`src/rtl/pot_scan_sched.sv`:
```
// Round-robin owner of the shared SPI A2D: scans the six slide pots and holds each result
// in a registered 12-bit value for the EQ engine.
//   state   | meaning
//   IDLE    | scanning stopped, waiting for en
//   START   | strt_cnv pulse for the channel at idx
//   WAIT    | conversion in flight, timeout counter running
//   GAP     | pacing delay before the next conversion
module pot_scan_sched #(
    parameter logic [2:0] CH_LP      = 3'd1,
    parameter logic [2:0] CH_B1      = 3'd0,
    parameter logic [2:0] CH_B2      = 3'd4,
    parameter logic [2:0] CH_B3      = 3'd2,
    parameter logic [2:0] CH_HP      = 3'd3,
    parameter logic [2:0] CH_VOL     = 3'd7,
    parameter int         GAP_CYCLES = 16,
    parameter int         TO_CYCLES  = 1024
) (
    input  logic        clk,
    input  logic        rst_n,
    input  logic        en,
    input  logic        cnv_cmplt,
    input  logic [11:0] res,
    output logic        strt_cnv,
    output logic [2:0]  chnnl,
    output logic [11:0] POT_LP,
    output logic [11:0] POT_B1,
    output logic [11:0] POT_B2,
    output logic [11:0] POT_B3,
    output logic [11:0] POT_HP,
    output logic [11:0] POT_VOL,
    output logic        pots_vld,
    output logic        timeout_err
);

    typedef enum logic [1:0] {S_IDLE, S_START, S_WAIT, S_GAP} state_t;

    localparam int             TW       = $clog2(TO_CYCLES);
    localparam int             GW       = (GAP_CYCLES > 1) ? $clog2(GAP_CYCLES) : 1;
    localparam logic [TW-1:0]  TO_LAST  = TW'(TO_CYCLES - 1);
    localparam logic [GW-1:0]  GAP_LOAD = (GAP_CYCLES > 1) ? GW'(GAP_CYCLES - 1) : '0;
    localparam logic [2:0]     IDX_VOL  = 3'd5;

    state_t             state_q, state_d;
    logic [2:0]         idx_q, idx_d;
    logic [TW-1:0]      to_cnt_q, to_cnt_d;
    logic [GW-1:0]      gap_cnt_q, gap_cnt_d;
    logic [5:0][11:0]   pot_q, pot_d;
    logic [5:0]         cap_mask_q, cap_mask_d;
    logic               vld_q, vld_d;
    logic               err_q, err_d;
    logic               strt_q, strt_d;
    logic [2:0]         chnnl_q, chnnl_d;

    logic               done, tmo;

    function automatic logic [2:0] ch_of(input logic [2:0] idx);
        case (idx)
            3'd0:    ch_of = CH_LP;
            3'd1:    ch_of = CH_B1;
            3'd2:    ch_of = CH_B2;
            3'd3:    ch_of = CH_B3;
            3'd4:    ch_of = CH_HP;
            3'd5:    ch_of = CH_VOL;
            default: ch_of = CH_LP;
        endcase
    endfunction

    // A completion on the timeout edge counts as a capture, not a timeout.
    assign done = (state_q == S_WAIT) && cnv_cmplt;
    assign tmo  = (state_q == S_WAIT) && !cnv_cmplt && (to_cnt_q == TO_LAST);

    always_ff @(posedge clk or negedge rst_n) begin
        if (!rst_n) begin
            state_q    <= S_IDLE;
            idx_q      <= 3'd0;
            to_cnt_q   <= '0;
            gap_cnt_q  <= '0;
            pot_q      <= '0;
            cap_mask_q <= '0;
            vld_q      <= 1'b0;
            err_q      <= 1'b0;
            strt_q     <= 1'b0;
            chnnl_q    <= CH_LP;
        end else begin
            state_q    <= state_d;
            idx_q      <= idx_d;
            to_cnt_q   <= to_cnt_d;
            gap_cnt_q  <= gap_cnt_d;
            pot_q      <= pot_d;
            cap_mask_q <= cap_mask_d;
            vld_q      <= vld_d;
            err_q      <= err_d;
            strt_q     <= strt_d;
            chnnl_q    <= chnnl_d;
        end
    end

    always_comb begin
        state_d = state_q;
        case (state_q)
            S_IDLE:  if (en) state_d = S_START;
            S_START: state_d = S_WAIT;
            S_WAIT:  if (done || tmo) state_d = S_GAP;
            S_GAP:   if (gap_cnt_q == '0) state_d = en ? S_START : S_IDLE;
            default: state_d = S_IDLE;
        endcase
    end

    always_comb begin
        idx_d      = idx_q;
        to_cnt_d   = to_cnt_q;
        gap_cnt_d  = gap_cnt_q;
        pot_d      = pot_q;
        cap_mask_d = cap_mask_q;
        vld_d      = vld_q;
        err_d      = err_q;

        if (done || tmo)
            idx_d = (idx_q == IDX_VOL) ? 3'd0 : idx_q + 3'd1;

        // Timeout counter reads the clocks elapsed since the strt_cnv cycle.
        if (state_d == S_START)
            to_cnt_d = '0;
        else if (state_q == S_START || state_q == S_WAIT)
            to_cnt_d = to_cnt_q + 1'b1;

        if (done || tmo)
            gap_cnt_d = GAP_LOAD;
        else if (state_q == S_GAP && gap_cnt_q != '0)
            gap_cnt_d = gap_cnt_q - 1'b1;

        if (done) begin
            pot_d[idx_q]      = res;
            cap_mask_d[idx_q] = 1'b1;
            err_d             = 1'b0;
            if (idx_q == IDX_VOL && (&cap_mask_d))
                vld_d = 1'b1;
        end else if (tmo) begin
            err_d = 1'b1;
        end

        strt_d  = (state_d == S_START);
        chnnl_d = ch_of(idx_d);
    end

    assign strt_cnv    = strt_q;
    assign chnnl       = chnnl_q;
    assign POT_LP      = pot_q[0];
    assign POT_B1      = pot_q[1];
    assign POT_B2      = pot_q[2];
    assign POT_B3      = pot_q[3];
    assign POT_HP      = pot_q[4];
    assign POT_VOL     = pot_q[5];
    assign pots_vld    = vld_q;
    assign timeout_err = err_q;

endmodule
```
`config.mk`:
```
export PLATFORM = sky130hd
export DESIGN_NAME = pot_scan_sched
export DESIGN_NICKNAME = d
export VERILOG_FILES = /design/src/rtl/pot_scan_sched.sv
export SDC_FILE = /design/constraint.sdc
export NUM_CORES = 1
export LEC_CHECK = 0
export BUFFER_PORTS_ARGS = -buffer_cell sky130_fd_sc_hd__buf_2
export CAP_MARGIN = 5
export CORE_MARGIN = 2
export CORE_UTILIZATION = 39
export CTS_CLUSTER_SIZE = 24
export DETAILED_ROUTE_END_ITERATION = 10
export GPL_ROUTABILITY_DRIVEN = 0
export PLACE_DENSITY = 0.63
export SYNTH_ARGS = -nofsm -noshare
export SYNTH_HDL_FRONTEND = slang
export SYNTH_SLANG_ARGS = --single-unit
```
`constraint.sdc`:
```
create_clock -name clk -period 1.9 [get_ports clk]
set_input_delay 0.38 -clock clk [delete_from_list [all_inputs] [get_ports clk]]
set_output_delay 0.38 -clock clk [all_outputs]
set_load 0.005 [all_outputs]
```
==> flow_metrics.env, run 1 <==
export IMPL_slowest_delay_ps=400
export IMPL_crit_path_end_kind="flop"
export IMPL_synthTopCellsByCount="dfrtp_1 (101), mux2_2 (72), nand2_1 (17), nor2_1 (12), a21oi_2 (10)"
export IMPL_cts_inserted_buffers=9
export IMPL_cellPowerDensity_nw_per_um2=1580
export IMPL_final_nets=456
export IMPL_fp_dieH_um=108
export IMPL_fmax_mhz=495
export IMPL_portBuffers=93
export IMPL_syn_avg_cell_area_um2=14.0
export IMPL_critPathRequiredTime_ps=2160
export IMPL_synth_xor_area_share_pct=2.50
export IMPL_fillers=932
export IMPL_startpoint_type="flop"
export IMPL_finalHoldViolCount=0
export IMPL_fin_crit_ps=2020
export IMPL_yosys_mux_area_fraction_pct=20.4
export IMPL_critPathSlowestCell="or3b_4"
export IMPL_multi_input_area_um2=1650
export IMPL_finalCritPeriodShare_pct=106
export IMPL_synth_top_area_share_pct=60.1
export IMPL_final_area_um2=5490
export IMPL_path_cells="inv_2 > ha_2 > or3b_4 > a2111o_1 > a22oi_2 > buf_6 > clkbuf_16 > a21oi_2"
export IMPL_cts_htree_levels=3
export IMPL_die_area_um2=11600
export IMPL_hold_slack_ps=304
export IMPL_synth_area_um2=4200
export IMPL_seqCellArea_um2=2550
export IMPL_drive_above_1_share_pct=57.4
export IMPL_post_dp_hpwl_um=6380
export IMPL_yosys_warnings=0
export IMPL_maxSlewHeadroom_pct=71.8
export IMPL_final_cells=573
export IMPL_ys_flop_type="dfrtp_1"
export IMPL_status="finished with violations"
export IMPL_core_um2=10400
export IMPL_grt_total_usage_pct=16.4
export IMPL_layout_setup_ws_ps=-118
export IMPL_synthArstFlopShare_pct=100
export IMPL_vdd_drop_max_uv=810
export IMPL_area_growth_pct=30.5
export IMPL_setup_worst_path_class="flop to flop"
export IMPL_postRouteAntennaNets=0
export IMPL_p_total_mw=8.66
export IMPL_fin_tns_setup_ps=-1080
export IMPL_synth_compound_area_share_pct=5.15
export IMPL_antenna_found_initial=0
export IMPL_root_buffer="clkbuf_8"
export IMPL_place_area_um2=5110
export IMPL_viasPerCell=4.98
export IMPL_worstHoldPathCells=2
export IMPL_p_leak_nw=2.68
export IMPL_dr_pass1_iters=4
export IMPL_clock_latency_ps=380
export IMPL_synthCells=301
export IMPL_cts_sinks=102
export IMPL_synth_top_area_cell="dfrtp_1"
export IMPL_place_ws_ps=-84.8
export IMPL_wl_um=9220
export IMPL_first_global_vias=2860
export IMPL_cts_tree="yes"
export IMPL_r2r_cells=8
export IMPL_synth_nets=323
export IMPL_skew_ps=13.9
export IMPL_setup_viol=12
export IMPL_grt_max_degree=33
export IMPL_antenna_cells=0
export IMPL_worst_pin_slew_ps=423
export IMPL_synth_fa_ha_area_share_pct=1.79
export IMPL_drc=0
export IMPL_grt_pass1_wl_um=14500
export IMPL_synth_cell_type_count=45
export IMPL_synth_edf_count=0
export IMPL_maxCapViolations=0
export IMPL_path_clk_slew_ps=100
export IMPL_critPathArrivalTime_ps=2280
export IMPL_ys_seq_area_share_pct=60.8
export IMPL_globalRouteOverflowTotal=0
export IMPL_synth_top_family_by_area="multiplexers"
export IMPL_start_util_pct=40.3
export IMPL_placedCellCount=548
export IMPL_final_max_slew_viol_count=0
export IMPL_cts_path_max_buffers=2
export IMPL_rows=37
export IMPL_die_width_um=108
export IMPL_rsz0062_at_grt="true"
export IMPL_final_core_util_pct=52.7
export IMPL_io_pins=94
export IMPL_worstHoldPathType="input port to flop"
export IMPL_violations="setup timing"
export IMPL_wire_per_inst_um=16.1
export IMPL_yosysMostFrequentCell="dfrtp_1"
export IMPL_yosys_area_share_simple_pct=7.29
export IMPL_drt_iter0_markers=107
export IMPL_vias=2853
export IMPL_synth_area_top_cells="dfrtp_1 (60%), mux2_2 (19%), a21oi_2 (2.1%)"
export IMPL_cp_max_fo=5
export IMPL_ys_seq_elements=102
## placed cells by master, fill, tap and decap left out, types with 3 or more instances in the layout
master    instances
a21oi_2          10
o21ai_0           3
mux2_2           71
xor2_1            7
buf_4            28
nor2_1           10
or2_2             3
xnor2_1           4
and2_1            3
buf_12            7
clkbuf_8          9
nand2b_1          3
ha_1              3
nand3_1           5
inv_1             7
buf_2            92
nand2_1          15
dfrtp_1         101
## logic make-up after synthesis
logic type / count (synthesis)
compound gates: 26
xor+xnor: 12
fa+ha+maj: 6
buf+inv: 19
flops: 102
mux: 76
simple gates: 60
## worst max-delay path: cells and delay by family, from the launching register on
family	cells	cell delay, ps
fa+ha+maj	1	170
compound gates	3	600
simple gates	1	400
buf+inv	3	350
flops	1	390
## repair_timing
action	in CTS	in global routing
setup endpoints to repair	13	68
gates cloned	0	2
setup buffers	1	7
endpoints found under the hold margin	20	0
hold buffers	1	0
gates resized for setup	3	14
pin swaps	0	8
## registers in the layout, summed over array words and instances (netlist names)
signal       count
POT_B3          12
POT_VOL         12
strt_cnv         1
POT_LP          12
POT_B1          12
cap_mask_q       5
timeout_err      1
POT_B2          12
gap_cnt_q        4
state_q          2
pots_vld         1
to_cnt_q        10
idx_q            3
POT_HP          12
chnnl            3
## layout make-up
class	instances	share of cell area [%]
clock inverter	5	1.09
tap	136	3.10
timing repair buffer	132	16.3
inverter	9	0.661
sequential	102	46.5
clock buffer	9	2.26
multi-input combinational	180	30.1
## power by group
group	leakage (nW)	total, mW	switching [mW]	internal, mW
clock network	0.0972	1.33	0.728	0.604
logic	1.31	3.72	1.59	2.13
registers	1.27	3.60	0.527	3.08
## routing by layer
metal	GRT usage [%]	share of wire, %
met1	20.8	43
met2	25.9	49
met3	6.96	6.6
met4	4.40	1.1
met5	0	0
## final timing paths
kind                       slack (ps)                   endpoint                       from
setup reg to reg                 -120    to_cnt_q[6]$_DFFE_PN0P_   gap_cnt_q[0]$_DFFE_PN0P_
hold reg to reg                   460  cap_mask_q[0]$_DFFE_PN0P_  cap_mask_q[0]$_DFFE_PN0P_
max in group asynchronous         870      POT_LP[3]$_DFFE_PN0P_                      rst_n
min in group asynchronous         450   gap_cnt_q[2]$_DFFE_PN0P_                      rst_n
hold / removal                    300      POT_LP[8]$_DFFE_PN0P_                     res[8]
setup / recovery                 -120    to_cnt_q[6]$_DFFE_PN0P_   gap_cnt_q[0]$_DFFE_PN0P_
No activity file was read; power rests on OpenSTA's default activity.
==> run 2: changes to the inputs <==
--- a/config.mk
+++ b/config.mk
@@ -12,7 +12,7 @@
 export CTS_CLUSTER_SIZE = 24
 export DETAILED_ROUTE_END_ITERATION = 10
 export GPL_ROUTABILITY_DRIVEN = 0
-export PLACE_DENSITY = 0.63
+export PLACE_DENSITY = 0.61
 export SYNTH_ARGS = -nofsm -noshare
 export SYNTH_HDL_FRONTEND = slang
 export SYNTH_SLANG_ARGS = --single-unit
==> constraint.sdc (replaced) <==
create_clock -name clk -period 2.5 [get_ports clk]
set_input_delay 0.5 -clock clk [delete_from_list [all_inputs] [get_ports clk]]
set_output_delay 0.5 -clock clk [all_outputs]
set_load 0.005 [all_outputs]
==> run 2 against run 1 <==
Against the previous run:
- the flow now finishes without violations
- core utilization is 3.9 points lower
- clock skew up 1.4 ps
- non-clock buffer count decreased by 28
==> flow_metrics.env, run 2 (same netlist as run 1, synthesis figures left out) <==
export IMPL_status="finished clean"
export IMPL_postRouteAntennaNets=0
export IMPL_globalRouteOverflowTotal=0
export IMPL_rsz0062_at_grt="false"
export IMPL_portBuffers=93
export IMPL_core_um2=10400
export IMPL_clock_latency_ps=360
export IMPL_cellPowerDensity_nw_per_um2=1170
export IMPL_drc=0
export IMPL_setup_worst_path_class="flop to flop"
export IMPL_path_clk_slew_ps=100
export IMPL_cts_setup_buffers=0
export IMPL_wl_um=8700
export IMPL_grt_max_degree=59
export IMPL_cts_htree_levels=3
export IMPL_first_global_vias=2838
export IMPL_p_leak_nw=2.49
export IMPL_p_total_mw=5.94
export IMPL_final_cell_mix="dfrtp_1 (101), buf_2 (92), mux2_2 (72), nand2_1 (17), nor2_1 (12)"
export IMPL_worstHoldPathType="input port to async pin"
export IMPL_drt_iter0_markers=88
export IMPL_antenna_cells=0
export IMPL_io_pins=94
export IMPL_critPathArrivalTime_ps=2510
export IMPL_maxSlewHeadroom_pct=64.3
export IMPL_fmax_mhz=443
export IMPL_crit_path_end_kind="flop"
export IMPL_cts_sinks=102
export IMPL_post_dp_hpwl_um=6220
export IMPL_cts_path_max_buffers=2
export IMPL_worst_pin_slew_ps=536
export IMPL_fin_crit_ps=2260
export IMPL_area_growth_pct=21.0
export IMPL_cts_tree="yes"
export IMPL_met1_usage_pct=20.4
export IMPL_final_common_cell="dfrtp_1"
export IMPL_vias=2703
export IMPL_wire_per_inst_um=15.9
export IMPL_finalHoldViolCount=0
export IMPL_grt_use_met3_pct=5.02
export IMPL_grt_total_usage_pct=16.2
export IMPL_start_util_pct=40.3
export IMPL_skew_ps=15.3
export IMPL_rows=37
export IMPL_antenna_found_initial=0
export IMPL_hold_slack_ps=6.75
export IMPL_final_max_slew_viol_count=0
export IMPL_die_width_um=108
export IMPL_cts_hold_buf=0
export IMPL_grt_pass1_wl_um=14500
export IMPL_fp_dieH_um=108
export IMPL_die_area_um2=11600
export IMPL_maxCapViolations=0
export IMPL_final_area_um2=5080
export IMPL_dr_pass1_iters=4
export IMPL_cp_max_fo=12
export IMPL_drive_above_1_share_pct=51.8
export IMPL_vdd_drop_max_uv=452
export IMPL_critPathRequiredTime_ps=2750
export IMPL_root_buffer="clkbuf_8"
export IMPL_setup_viol=0
export IMPL_post_cts_resized=0
export IMPL_grt_busiest_layer="met2"
export IMPL_met2_usage_pct=26.5
export IMPL_final_nets=428
export IMPL_cts_inserted_buffers=9
export IMPL_finalCritPeriodShare_pct=90.3
export IMPL_fin_tns_setup_ps=0
export IMPL_place_area_um2=4900
export IMPL_viasPerCell=4.94
export IMPL_startpoint_type="flop"
[run 2: cell types whose count changed in the layout (fill, tap and decap cells not counted), sizes merged]
cell,previous run,this run
clkbuf,11,10
bufinv,1,0
buf,129,104
dlygate4sd3,1,0
clkinvlp,0,1
clkinv,2,3
[run 2: metrics by stage]
step / worst slack (ps) / instances / util, %
after floorplan: 520 / 301 / -
after global placement: 263 / 531 / 47.1
after detailed placement: 239 / 531 / 47.1
after CTS: 217 / 547 / 48.8
after global routing: 117 / 547 / 48.8
final: 242 / 547 / 48.8
[run 2: worst max-delay path, cell delays in order (launching register included)]
cell and delay, ps:
dfrtp_1 390, inv_1 90, ha_1 180, or3b_4 410, mux2_4 300, a211o_1 510
and2_2 270
[run 2: area by class of cell]
type	instances	area, um2
sequential	102	2550
inverter	9	33.8
clock inverter	6	53.8
tap	136	170
clock buffer	10	128
timing repair buffer	104	576
multi-input combinational	180	1570
fill	993	5330
[run 2: final timing paths]
check                                          start                         to  slack (ps)  cells after the start
hold / removal                                 rst_n    to_cnt_q[6]$_DFFE_PN0P_           7                      1
setup reg to reg            gap_cnt_q[0]$_DFFE_PN0P_         strt_cnv$_DFF_PN0_         240                      6
hold reg to reg            cap_mask_q[0]$_DFFE_PN0P_  cap_mask_q[0]$_DFFE_PN0P_         440                      2
max in group asynchronous                      rst_n      POT_LP[7]$_DFFE_PN0P_        1870                      2
min in group clk                             res[10]     POT_B2[10]$_DFFE_PN0P_         430                      2
setup / recovery            gap_cnt_q[0]$_DFFE_PN0P_         strt_cnv$_DFF_PN0_         240                      6
[run 2: routing by layer]
layer  share of wire [%]  vias up
li1                    -     1254
met1                  44     1375
met2                  49       67
met3                 6.6        7
met4                0.87        0
met5                   0        -
[run 2: report_power, final]
| group | total [mW] | switching (mW) | internal, mW | leakage [nW] |
|---|---|---|---|---|
| sequential | 2.74 | 0.400 | 2.34 | 1.27 |
| combinational | 2.24 | 1.04 | 1.19 | 1.13 |
| clock | 0.963 | 0.584 | 0.379 | 0.0890 |
| total | 5.94 | 2.03 | 3.91 | 2.49 |
==> run 3: changes to the inputs <==
--- a/config.mk
+++ b/config.mk
@@ -7,7 +7,6 @@
 export LEC_CHECK = 0
 export BUFFER_PORTS_ARGS = -buffer_cell sky130_fd_sc_hd__buf_2
 export CAP_MARGIN = 5
-export CORE_MARGIN = 2
 export CORE_UTILIZATION = 39
 export CTS_CLUSTER_SIZE = 24
 export DETAILED_ROUTE_END_ITERATION = 10
==> run 3 against run 2 <==
Against the previous run:
- cell count up 0.37%
- flip-flop and latch count is the same
- hold slack improved by 98 ps
- global-route usage is 0.57 points higher
- clock skew up 1.9 ps
- maximum frequency increased by 0.82%
- die area down 3.7%
- register-to-register slack gained 20 ps
- setup slack improved by 18 ps
- via count rose by 0.22%
- first-iteration DRC count shrank 8.0%
- sequential power about the same
- critical path type unchanged
- critical endpoint is now to_cnt_q[1]$_DFFE_PN0P_
- highest routed layer unchanged
==> flow_metrics.env, run 3 (same netlist as run 1, synthesis figures left out) <==
export IMPL_rows=37
export IMPL_p_clk_share_pct=17.9
export IMPL_grt_max_degree=47
export IMPL_startpoint_type="flop"
export IMPL_antenna_cells=0
export IMPL_antenna_found_initial=0
export IMPL_critPathRequiredTime_ps=2780
export IMPL_start_util_pct=40.5
export IMPL_cp_max_fo=8
export IMPL_rsz0062_at_grt="false"
export IMPL_cts_setup_buffers=0
export IMPL_die_area_um2=11200
export IMPL_power_internal_mw=4.03
export IMPL_critPathArrivalTime_ps=2520
export IMPL_cts_htree_levels=3
export IMPL_drt_iter0_markers=81
export IMPL_layout_setup_ws_ps=261
export IMPL_p_leak_nw=2.51
export IMPL_combPwrFrac_pct=37.1
export IMPL_fp_dieH_um=106
export IMPL_die_width_um=106
export IMPL_final_cell_mix="dfrtp_1 (101), buf_2 (92), mux2_2 (72), nand2_1 (17), buf_4 (13)"
export IMPL_final_max_slew_viol_count=0
export IMPL_postRouteAntennaNets=0
export IMPL_cts_inserted_buffers=9
export IMPL_fmax_mhz=447
export IMPL_core_um2=10400
export IMPL_drc=0
export IMPL_clock_latency_ps=360
export IMPL_first_global_vias=2783
export IMPL_r2r_cells=7
export IMPL_post_cts_resized=0
export IMPL_status="finished clean"
export IMPL_globalRouteOverflowTotal=0
export IMPL_grt_total_usage_pct=16.7
export IMPL_vias=2709
export IMPL_dr_pass1_iters=4
export IMPL_drive_above_1_share_pct=52.3
export IMPL_path_clk_slew_ps=100
export IMPL_viasPerCell=4.93
export IMPL_finalCritPeriodShare_pct=89.6
export IMPL_io_pins=94
export IMPL_grt_pass1_wl_um=14600
export IMPL_wire_per_inst_um=16.2
export IMPL_cts_tree="yes"
export IMPL_crit_path_end_kind="flop"
export IMPL_vdd_drop_max_uv=590
export IMPL_finalHoldViolCount=0
export IMPL_final_nets=430
export IMPL_place_ws_ps=279
export IMPL_cts_hold_buf=0
export IMPL_swShare_pct=33.9
export IMPL_root_buffer="clkbuf_8"
export IMPL_setup_worst_path_class="flop to flop"
export IMPL_worst_pin_slew_ps=522
export IMPL_p_seq_share_pct=45.0
export IMPL_worstHoldPathType="input port to async pin"
export IMPL_power_switching_mw=2.07
export IMPL_portBuffers=93
export IMPL_cellPowerDensity_nw_per_um2=1190
export IMPL_fin_tns_setup_ps=0
export IMPL_cts_sinks=102
export IMPL_maxSlewHeadroom_pct=65.2
export IMPL_wl_um=8900
export IMPL_r2r_slack_ps=260
export IMPL_fin_crit_ps=2240
export IMPL_skew_ps=17.1
export IMPL_area_growth_pct=21.7
export IMPL_maxCapViolations=0
export IMPL_setup_viol=0
export IMPL_post_dp_hpwl_um=6300
export IMPL_cts_path_max_buffers=2
export IMPL_final_common_cell="dfrtp_1"
[run 3: worst paths after layout]
kind	from	end
worst max-delay path	gap_cnt_q[0]$_DFFE_PN0P_	to_cnt_q[1]$_DFFE_PN0P_
worst min-delay path	rst_n	idx_q[0]$_DFF_PN0_
worst max register to register	gap_cnt_q[0]$_DFFE_PN0P_	to_cnt_q[1]$_DFFE_PN0P_
worst min register to register	cap_mask_q[0]$_DFFE_PN0P_	cap_mask_q[0]$_DFFE_PN0P_
max in group asynchronous	rst_n	to_cnt_q[3]$_DFFE_PN0P_
min in group clk	res[10]	POT_B2[10]$_DFFE_PN0P_
[run 3: metrics by stage]
step | util [%] | cells | hold WS [ps] | power, mW | area, um2
global placement | 47.3 | 533 | 426 | 4.98 | 4910
floorplan | - | 301 | 204 | 4.11 | 4200
global route | 49.3 | 549 | 131 | 6.53 | 5120
CTS | 49.3 | 549 | 111 | 6.19 | 5120
detailed placement | 47.3 | 533 | 429 | 5.08 | 4910
finish | 49.3 | 549 | 105 | 6.10 | 5120
[run 3: worst max-delay path, stage by stage (launching register included)]
cell and delay (ps):
dfrtp_1 390, inv_1 90, ha_1 190, or3b_4 420, mux2_4 300, a211o_1 440
buf_4 220, a21oi_2 120
[run 3: power by group through the flow]
stage	Clock [mW]	Combinational, mW	Sequential [mW]
after floorplan	0	1.35	2.76
after global placement	0	2.24	2.74
after detailed placement	0	2.31	2.78
after CTS	1.13	2.31	2.75
after global routing	1.20	2.49	2.84
final	1.09	2.26	2.74
[run 3: layout make-up]
| type | count | area, um2 |
|---|---|---|
| fillers | 977 | 5250 |
| well taps | 136 | 170 |
| multi-input cells | 180 | 1570 |
| inverters | 9 | 33.8 |
| flip-flops and latches | 102 | 2550 |
| clock buffers | 9 | 124 |
| repair buffers | 106 | 578 |
| clock inverters | 7 | 86.3 |
[run 3: layer usage]
layer,share of wire [%],GRT usage [%],up-vias
met2,47,26.1,59
met5,0,0,-
met1,46,22.8,1378
li1,-,-,1268
met3,6.0,5.69,4
met4,0.40,2.98,0
